$ cat src/rtl/scan_pkg.sv
// Shared state encoding and default parameters for the scan sequencer.
// The optional beamformer watchdog is enabled with the SCAN_TIMEOUT_EN macro.
package scan_pkg;

   typedef enum logic [2:0] {
      S_IDLE  = 3'd0,
      S_ISSUE = 3'd1,
      S_WAIT  = 3'd2,
      S_EMIT  = 3'd3,
      S_DONE  = 3'd4
   } state_e;

   localparam int DEF_COORD_W     = 16;
   localparam int DEF_OUT_W       = 18;
   localparam int DEF_N_LINES     = 4;
   localparam int DEF_N_DEPTHS    = 256;
   localparam int DEF_TIMEOUT_CYC = 1024;

   // Index width that stays legal when a count is 1.
   function automatic int idx_w(input int n);
      return (n > 1) ? $clog2(n) : 1;
   endfunction

endpackage

$ cat src/rtl/scan_addr_gen.sv
// Line/depth counters and focal-coordinate accumulators for one frame.
// clear loads the frame origin and steps; advance moves to the next depth point.
module scan_addr_gen
   import scan_pkg::*;
#(
   parameter int COORD_W  = DEF_COORD_W,
   parameter int N_LINES  = DEF_N_LINES,
   parameter int N_DEPTHS = DEF_N_DEPTHS,
   parameter int LINE_W   = idx_w(N_LINES),
   parameter int DEPTH_W  = idx_w(N_DEPTHS)
) (
   input  logic               clk,
   input  logic               reset,
   input  logic               clear,
   input  logic               advance,
   input  logic [COORD_W-1:0] x0,
   input  logic [COORD_W-1:0] x_step,
   input  logic [COORD_W-1:0] z0,
   input  logic [COORD_W-1:0] z_step,
   output logic [LINE_W-1:0]  line,
   output logic [DEPTH_W-1:0] depth,
   output logic [COORD_W-1:0] x,
   output logic [COORD_W-1:0] z,
   output logic               last
);

   localparam logic [LINE_W-1:0]  LINE_MAX  = LINE_W'(N_LINES - 1);
   localparam logic [DEPTH_W-1:0] DEPTH_MAX = DEPTH_W'(N_DEPTHS - 1);

   logic [LINE_W-1:0]  line_q, line_d;
   logic [DEPTH_W-1:0] depth_q, depth_d;
   logic [COORD_W-1:0] x_q, x_d, z_q, z_d;
   logic [COORD_W-1:0] z0_q, z0_d, xs_q, xs_d, zs_q, zs_d;

   always_comb begin
      line_d  = line_q;
      depth_d = depth_q;
      x_d     = x_q;
      z_d     = z_q;
      z0_d    = z0_q;
      xs_d    = xs_q;
      zs_d    = zs_q;
      if (clear) begin
         line_d  = '0;
         depth_d = '0;
         x_d     = x0;
         z_d     = z0;
         z0_d    = z0;
         xs_d    = x_step;
         zs_d    = z_step;
      end else if (advance) begin
         // Sums wrap naturally at COORD_W bits.
         if (depth_q != DEPTH_MAX) begin
            depth_d = depth_q + DEPTH_W'(1);
            z_d     = z_q + zs_q;
         end else begin
            depth_d = '0;
            z_d     = z0_q;
            line_d  = line_q + LINE_W'(1);
            x_d     = x_q + xs_q;
         end
      end
   end

   always_ff @(posedge clk) begin
      if (reset) begin
         line_q  <= '0;
         depth_q <= '0;
         x_q     <= '0;
         z_q     <= '0;
         z0_q    <= '0;
         xs_q    <= '0;
         zs_q    <= '0;
      end else begin
         line_q  <= line_d;
         depth_q <= depth_d;
         x_q     <= x_d;
         z_q     <= z_d;
         z0_q    <= z0_d;
         xs_q    <= xs_d;
         zs_q    <= zs_d;
      end
   end

   assign line  = line_q;
   assign depth = depth_q;
   assign x     = x_q;
   assign z     = z_q;
   assign last  = (line_q == LINE_MAX) && (depth_q == DEPTH_MAX);

endmodule

$ cat src/rtl/scan_sequencer.sv
// Frame scan sequencer: launches the beamformer per focal point and streams results.
// Define SCAN_TIMEOUT_EN to add a WAIT watchdog that substitutes a zero sample with pix_err.
module scan_sequencer
   import scan_pkg::*;
#(
   parameter int  COORD_W     = DEF_COORD_W,
   parameter int  OUT_W       = DEF_OUT_W,
   parameter int  N_LINES     = DEF_N_LINES,
   parameter int  N_DEPTHS    = DEF_N_DEPTHS,
   parameter int  TIMEOUT_CYC = DEF_TIMEOUT_CYC,
   localparam int LINE_W      = idx_w(N_LINES),
   localparam int DEPTH_W     = idx_w(N_DEPTHS)
) (
   input  logic               clk,
   input  logic               reset,
   input  logic               start,
   input  logic [COORD_W-1:0] x0,
   input  logic [COORD_W-1:0] x_step,
   input  logic [COORD_W-1:0] z0,
   input  logic [COORD_W-1:0] z_step,
   output logic               bf_start,
   output logic [COORD_W-1:0] bf_x_f,
   output logic [COORD_W-1:0] bf_z_f,
   input  logic               bf_valid,
   input  logic [OUT_W-1:0]   bf_data,
   output logic               pix_valid,
   input  logic               pix_ready,
   output logic [OUT_W-1:0]   pix_data,
   output logic [LINE_W-1:0]  pix_line,
   output logic [DEPTH_W-1:0] pix_depth,
   output logic               pix_last,
   output logic               pix_err,
   output logic               busy,
   output logic               done,
   output logic [2:0]         debug_state
);

   state_e             state_q, state_d;
   logic               bf_start_q, bf_start_d, done_q, done_d, busy_q, busy_d;
   logic               pix_valid_q, pix_valid_d, pix_last_q, pix_last_d;
   logic [OUT_W-1:0]   pix_data_q, pix_data_d;
   logic [LINE_W-1:0]  pix_line_q, pix_line_d, cur_line;
   logic [DEPTH_W-1:0] pix_depth_q, pix_depth_d, cur_depth;
   logic               addr_clear, addr_advance, addr_last, capture;

`ifdef SCAN_TIMEOUT_EN
   localparam int               TO_W    = idx_w(TIMEOUT_CYC);
   localparam logic [TO_W-1:0]  TO_LAST = TO_W'(TIMEOUT_CYC - 1);
   logic [TO_W-1:0] to_cnt_q, to_cnt_d;
   logic            pix_err_q, pix_err_d, timed_out;
   assign pix_err = pix_err_q;
`else
   assign pix_err = 1'b0;
`endif

   scan_addr_gen #(
      .COORD_W (COORD_W),
      .N_LINES (N_LINES),
      .N_DEPTHS(N_DEPTHS),
      .LINE_W  (LINE_W),
      .DEPTH_W (DEPTH_W)
   ) u_addr (
      .clk    (clk),
      .reset  (reset),
      .clear  (addr_clear),
      .advance(addr_advance),
      .x0     (x0),
      .x_step (x_step),
      .z0     (z0),
      .z_step (z_step),
      .line   (cur_line),
      .depth  (cur_depth),
      .x      (bf_x_f),
      .z      (bf_z_f),
      .last   (addr_last)
   );

   always_comb begin
      state_d      = state_q;
      bf_start_d   = 1'b0;
      done_d       = 1'b0;
      pix_valid_d  = pix_valid_q;
      pix_data_d   = pix_data_q;
      pix_line_d   = pix_line_q;
      pix_depth_d  = pix_depth_q;
      pix_last_d   = pix_last_q;
      addr_clear   = 1'b0;
      addr_advance = 1'b0;
      capture      = 1'b0;
`ifdef SCAN_TIMEOUT_EN
      to_cnt_d     = '0;
      pix_err_d    = pix_err_q;
      timed_out    = 1'b0;
`endif
      case (state_q)
         S_IDLE: if (start) begin
            addr_clear = 1'b1;
            bf_start_d = 1'b1;
            state_d    = S_ISSUE;
         end
         S_ISSUE: state_d = S_WAIT;
         S_WAIT: begin
            if (bf_valid) capture = 1'b1;
`ifdef SCAN_TIMEOUT_EN
            else if (to_cnt_q == TO_LAST) begin
               capture   = 1'b1;
               timed_out = 1'b1;
            end else to_cnt_d = to_cnt_q + TO_W'(1);
`endif
         end
         S_EMIT: if (pix_ready) begin
            pix_valid_d  = 1'b0;
            addr_advance = 1'b1;
            if (pix_last_q) begin
               done_d  = 1'b1;
               state_d = S_DONE;
            end else begin
               bf_start_d = 1'b1;
               state_d    = S_ISSUE;
            end
         end
         S_DONE:  state_d = S_IDLE;
         default: state_d = S_IDLE;
      endcase
      if (capture) begin
         pix_valid_d = 1'b1;
         pix_data_d  = bf_data;
         pix_line_d  = cur_line;
         pix_depth_d = cur_depth;
         pix_last_d  = addr_last;
         state_d     = S_EMIT;
`ifdef SCAN_TIMEOUT_EN
         pix_err_d   = timed_out;
         if (timed_out) pix_data_d = '0;
`endif
      end
      busy_d = (state_d != S_IDLE);
   end

   always_ff @(posedge clk) begin
      if (reset) begin
         state_q     <= S_IDLE;
         bf_start_q  <= 1'b0;
         done_q      <= 1'b0;
         busy_q      <= 1'b0;
         pix_valid_q <= 1'b0;
         pix_data_q  <= '0;
         pix_line_q  <= '0;
         pix_depth_q <= '0;
         pix_last_q  <= 1'b0;
`ifdef SCAN_TIMEOUT_EN
         to_cnt_q    <= '0;
         pix_err_q   <= 1'b0;
`endif
      end else begin
         state_q     <= state_d;
         bf_start_q  <= bf_start_d;
         done_q      <= done_d;
         busy_q      <= busy_d;
         pix_valid_q <= pix_valid_d;
         pix_data_q  <= pix_data_d;
         pix_line_q  <= pix_line_d;
         pix_depth_q <= pix_depth_d;
         pix_last_q  <= pix_last_d;
`ifdef SCAN_TIMEOUT_EN
         to_cnt_q    <= to_cnt_d;
         pix_err_q   <= pix_err_d;
`endif
      end
   end

   assign bf_start    = bf_start_q;
   assign done        = done_q;
   assign busy        = busy_q;
   assign pix_valid   = pix_valid_q;
   assign pix_data    = pix_data_q;
   assign pix_line    = pix_line_q;
   assign pix_depth   = pix_depth_q;
   assign pix_last    = pix_last_q;
   assign debug_state = state_q;

endmodule

$ cat config.mk
export PLATFORM = sky130hd
export DESIGN_NAME = scan_sequencer
export DESIGN_NICKNAME = d
export VERILOG_FILES = /design/src/rtl/scan_pkg.sv /design/src/rtl/scan_addr_gen.sv /design/src/rtl/scan_sequencer.sv
export SDC_FILE = /design/constraint.sdc
export NUM_CORES = 1
export LEC_CHECK = 0
export ABC_AREA = 1
export CAP_MARGIN = 10
export CORE_UTILIZATION = 50
export CTS_CLUSTER_SIZE = 8
export DETAILED_ROUTE_END_ITERATION = 16
export GPL_TIMING_DRIVEN = 0
export PLACE_DENSITY = 0.79
export SYNTH_ARGS = -nofsm -noshare
export SYNTH_HDL_FRONTEND = slang
export SYNTH_SLANG_ARGS = --single-unit
$ cat constraint.sdc
create_clock -name clk -period 2 [get_ports clk]
set_input_delay 0.4 -clock clk [delete_from_list [all_inputs] [get_ports clk]]
set_output_delay 0.4 -clock clk [all_outputs]
set_load 0.05 [all_outputs]
; Word-level counts from Yosys, hierarchy flattened
; Index checks and enable logic that the tools add are counted.
[word_totals]
in_bits = 87
word_cells = 66
out_inout_bits = 69
register_bits = 126
[op_classes]
n_eq_ne = 7
n_addsub = 4
bitwise = 3
muxes = 25
reduce_logical = 11
[op_table]
columns = cell, n
row1 = two-way mux 16 bit, 6
row2 = adder 16 bit, 2
row3 = two-way mux 1 bit, 12
row4 = two-way mux 3 bit, 4
row5 = case mux 3 bit (4 select lines), 1
row6 = adder 8 x 1 -> 8 bit (second input constant), 1
row7 = equality test 8 bit (second input constant), 1
row8 = two-way mux 8 bit, 1
row9 = != test 8 bit (second input constant), 1
row10 = equality test 3 x 2 -> 1 bit (second input constant), 2
row11 = AND reduction 2 bit, 3
row12 = nonzero test 2 bit, 3
row13 = equality test 3 x 1 -> 1 bit (second input constant), 1
row14 = logical NOT 3 bit, 1
row15 = inverter 1 bit, 3
row16 = nonzero test 3 bit, 1
row17 = OR reduction 3 bit, 1
row18 = adder 2 x 1 -> 2 bit (second input constant), 1
row19 = equality test 2 bit (second input constant), 1
row20 = != test 2 bit (second input constant), 1
row21 = case mux 1 bit (2 select lines), 1
row22 = OR reduction 2 bit, 1
row23 = logical AND 1 bit, 1

; Longest topological paths before layout
; Gate-level depths: netlist of run 1.
[depth]
word_depth = 5
depth_mapped = 11
ltp_nobuf = 11

; Cells and area by module
; From an unflattened synthesis of run 1, not the netlist that was laid out.
[unflattened]
hier_cells = 956
hier_area_um2 = 6546.3
[by_module_without_submodules]
columns = module, area_each_um2, cells_per_inst, seq_area_each_um2, n_inst
row1 = scan_addr_gen, 5246.3, 787, 1801.7, 1
row2 = scan_sequencer, 1300.0, 169, 720.7, 1

; Worst setup path after synthesis of run 1
; No wires, ideal clock.
[synth_path]
path_kind = reg-to-reg
from = register u_addr.z_q[0] (netlist: u_addr.z[0])
to = register u_addr.z_q[8] (netlist: u_addr.z[8])
setup_time_ps = 120
stages_incl_launch_ff = 10
required_ps = 1880
path_buffers = 0
setup_slack_ps = 22
arrival_time_ps = 1858
synth_period_minus_slack_ps = 1978
path_cell_list = dfxtp_1 ha_1 fa_1 nand3_1 nand3_1 a21oi_1 xor2_1 nand2_1 nand2_1 a21oi_1
[synth_via]
elab_chain_cells = 4
[synth_rtl]
columns = element, line_no
row1 = start: declaration, scan_addr_gen.sv:32  ; logic [COORD_W-1:0] x_q, x_d, z_q, z_d;
row2 = start signal: assignment, scan_addr_gen.sv:78  ; z_q <= z_d;
row3 = adder 16 bit, scan_addr_gen.sv:55  ; z_d = z_q + zs_q;
row4 = two-way mux 16 bit, scan_addr_gen.sv:53  ; if (depth_q != DEPTH_MAX) begin
row5 = two-way mux 16 bit, scan_addr_gen.sv:51  ; end else if (advance) begin
row6 = two-way mux 16 bit, scan_addr_gen.sv:43  ; if (clear) begin
; No other way between the ends. The select of a mux whose other input is x is not followed.
; A chain may end at the register's enable or synchronous reset.

; Worst setup path after layout of run 1
[layout_path]
from = register pix_data_q[6] (netlist: pix_data[6])
to = output pix_data[6]
[layout_lines]
columns = element, line_no
row1 = start: declaration, scan_sequencer.sv:41  ; logic [OUT_W-1:0] pix_data_q, pix_data_d;
row2 = start signal: assignment, scan_sequencer.sv:161  ; pix_data_q <= pix_data_d;
row3 = end: declaration, scan_sequencer.sv:28  ; output logic [OUT_W-1:0] pix_data,
; No word-level cell between the ends.

==> results of run 1 <==
-- worst max path at each step --
stage,start,end,slack (ps),depth (start not counted)
after global routing,pix_data[14],pix_data[14],0.3,1
final,pix_data[6],pix_data[6],30,1
after CTS,u_addr.x[13],bf_x_f[13],2,1
after global placement,reset,pix_data[9],-340,6
after detailed placement,reset,u_addr.zs_q[1],-350,6
after floorplan,u_addr.z[0],u_addr.z[8],20,9
-- routing by layer --
metal / GRT usage, % / part of all wire [%]
met1: 36.1 / 43
met3: 5.41 / 6.1
met5: 0 / 0
met4: 11.9 / 2.5
met2: 49.8 / 49
-- worst register-to-register path, cell delays in order (launching register included) --
cell,delay (ps)
dfxtp_1,330
ha_1,240
fa_1,440
nand3_1,130
nand3_2,130
a21oi_2,160
xor2_1,170
nand2_1,70
nand2_1,60
a21oi_1,50
-- flip-flops by register name, summed over array words and instances (netlist names), 2 cells and up --
signal / count
debug_state: 3
u_addr.depth: 8
pix_data: 18
u_addr.xs_q: 16
u_addr.line: 2
u_addr.zs_q: 16
pix_depth: 8
u_addr.z: 16
u_addr.x: 16
u_addr.z0_q: 16
pix_line: 2
-- power by group through the flow --
stage | Sequential [W] | Clock [W] | Combinational [W]
after floorplan | 0.00340 | 0 | 0.00113
after global placement | 0.00297 | 0 | 0.00233
after detailed placement | 0.00297 | 0 | 0.00236
after CTS | 0.00292 | 0.00302 | 0.00232
after global routing | 0.00294 | 0.00313 | 0.00255
final | 0.00292 | 0.00301 | 0.00234
-- cell usage after synthesis (3+ instances only) --
cell type	n
nand2_1	225
nor2_1	163
dfxtp_1	126
inv_1	98
o21ai_0	92
a21oi_1	70
nand3_1	44
ha_1	32
clkbuf_1	19
buf_2	14
o22ai_1	14
xor2_1	11
a31oi_1	7
xnor2_1	7
inv_2	6
nand4_1	5
nor3_1	5
o211ai_1	5
nand2_2	4
buf_4	3
buf_6	3
-- logic make-up after synthesis --
group | share of synthesized area, %
compound gates | 15.3
xor+xnor | 2.39
fa+ha+maj | 6.68
buf+inv | 8.98
flops | 38.3
mux | 0.304
other cells | 0.0569
simple gates | 28.0
-- layout make-up --
| cell class | count | area [um^2] | area share [%] |
|---|---|---|---|
| timing repair buffer | 154 | 1530 | 17.1 |
| clock buffer | 19 | 453 | 5.07 |
| clock inverter | 10 | 116 | 1.30 |
| inverter | 104 | 390 | 4.37 |
| buffer | 40 | 203 | 2.27 |
| tap | 172 | 215 | 2.41 |
| multi-input combinational | 703 | 3500 | 39.2 |
| sequential | 126 | 2520 | 28.3 |
-- cell usage in the layout, fill, tap and decap left out, types with 2 or more instances in the layout --
master	n
clkinv_4	2
ha_1	32
dlygate4sd2_1	33
clkbuf_1	18
clkdlybuf4s50_1	110
nand3_2	4
clkinv_2	3
bufinv_16	2
nand3_1	41
inv_2	6
nand2_1	225
inv_1	98
buf_6	3
nor2_1	163
o22ai_1	14
mux2i_1	2
clkbuf_8	2
clkbuf_16	17
nand4_1	5
nand2_2	4
dfxtp_1	126
buf_2	14
a21oi_1	69
xor2_1	11
nand3b_1	2
buf_4	3
nor2_4	2
a31oi_1	7
o211ai_1	5
o21ai_0	92
or2_2	2
dlymetal6s2s_1	11
o21bai_1	2
nor3_1	5
xnor2_1	7
clkinvlp_4	2
-- stage by stage --
step | cells | power (W)
finish | 1328 | 0.00826
floorplan | 973 | 0.00453
CTS | 1328 | 0.00826
global route | 1328 | 0.00862
global placement | 1299 | 0.00530
detailed placement | 1299 | 0.00533
-- repair_timing --
action                     4_1_cts  5_1_grt
buffers inserted                 0        0
resized for setup               33       18
setup endpoints to repair       33       59
hold buffers                     0        0
pin swaps                        0        0
==> flow_summary.json, run 1 <==
{
  "clk_latency_ps": 420,
  "dp_hpwl_mm": 14.4,
  "cp-end-kind": "output pin",
  "h-tree-depth": 4,
  "fillers": 1175,
  "critPathTopFamily": "buffers and inverters",
  "place_ws_ps": -349,
  "min_path_cells": 2,
  "fin_crit_ps": 1970,
  "ys_ff_latch": 126,
  "dr.pass1.iters": 5,
  "fp.coreArea_mm2": 0.0127,
  "whs_ps": 459,
  "synth_ff_type": "dfxtp_1",
  "min_from": "pix_valid",
  "slowest_stage": "clkdlybuf4s50_1",
  "worstPathMaxFanout": 2,
  "p_comb_share_pct": 28.3,
  "numClockSinks": 126,
  "clockBufferDepth": 2,
  "path_cells": "clkdlybuf4s50_1",
  "syn2layout_area_growth_pct": 35.4,
  "drtIter0Drc": 390,
  "clockRootBuffer": "clkbuf_16",
  "critical_path_required_ps": 1600,
  "io_buffers": 154,
  "finClkSkew_ps": 7.57,
  "rows": 41,
  "grt_pass1_vias": 6295,
  "async_flop_share_pct": 0,
  "internal_power_w": 0.00545,
  "numCtsBuffers": 17,
  "grt-ovfl-total": 0,
  "swShare_pct": 34.0,
  "cts_tree": "done",
  "yosys_warnings": 0,
  "critPathArrivalTime_ps": 1570,
  "die_area_mm2": 0.0136,
  "setup_violations": 0,
  "drive_above_1_share_pct": 6.23,
  "fin_crit_sh_pct": 98.7,
  "clk_transition_reported_paths_ps": 60,
  "irDropWorstVdd_v": 0.000599,
  "fin_util_pct": 70.2,
  "synth_edf_count": 0,
  "worstSetupStartpointType": "flop",
  "grt_max_degree": 17,
  "nNetsFinal": 1267,
  "worstSetupPathType": "reg -> out",
  "yosysTopAreaCell": "dfxtp_1",
  "synth_area_per_cell_um2": 6.77,
  "seqPwrFrac_pct": 35.3,
  "antenna_left": 0,
  "clock.fmax_ghz": 0.507,
  "fin_ws_ps": 25.7,
  "hold_viol": 0,
  "synth_fp_nets": 1094,
  "critPathMaxStageDelay_ps": 820,
  "syn_area_mm2": 0.00659,
  "p_switching_w": 0.00281,
  "synth_area_leaders": "dfxtp_1 38%, nand2_1 13%, nor2_1 9.3%, o21ai_0 7.0%, ha_1 6.1%",
  "dieWidth_um": 117,
  "wl_per_cell_um": 14.5,
  "hold_path_class": "reg -> reg",
  "antenna_found_initial": 0,
  "die_h_um": 117,
  "power_density_mw_per_mm2": 926,
  "r2r_slack_ps": 120,
  "route.detailed.drc": 0,
  "final.setup.tns_ps": 0,
  "relSlewSlack_pct": 55.7,
  "synthCells": 973,
  "seq_area_frac_synth_pct": 38.3,
  "grt_setup_unrepaired": "no",
  "globalplace.congestion": 0.892,
  "path_buf_inv": 1,
  "via_per_inst": 5.21,
  "power.leakage_nw": 4.39,
  "outcome": "complete, no violations",
  "tightest_slew_ps": 664,
  "slew_violations": 0,
  "rr_endpoint": "u_addr.z[8]",
  "maxCapViolCount": 0,
  "r2r_start": "u_addr.z[0]",
  "synth.distinct_cells": 35,
  "antennaDiodeCount": 0,
  "vias": 6916,
  "power_frac_clock_pct": 36.4,
  "start_util_pct": 51.8,
  "routed_wl_mm": 19.3,
  "dpl-instance-area_mm2": 0.00835,
  "pin_count": 156,
  "grt_pass1_wl_mm": 30.3,
  "grt_usage_pct": 29.1,
  "hold-path-endpoint": "pix_valid",
  "worst-r2r-cell-count": 9,
  "stdcell_area_mm2": 0.00892,
  "yosysTopAreaCellShare_pct": 38.3
}
Power figures use the tool's default switching activity.
==> inputs of run 2 (changes only) <==
--- a/config.mk
+++ b/config.mk
@@ -6,9 +6,9 @@
 export NUM_CORES = 1
 export LEC_CHECK = 0
 export ABC_AREA = 1
+export ABC_CLOCK_PERIOD_IN_PS = 2000
 export CAP_MARGIN = 10
 export CORE_UTILIZATION = 50
-export CTS_CLUSTER_SIZE = 8
 export DETAILED_ROUTE_END_ITERATION = 16
 export GPL_TIMING_DRIVEN = 0
 export PLACE_DENSITY = 0.79
==> results of run 2 <==
Final layout, timing and power as in run 1 (identical DEF).
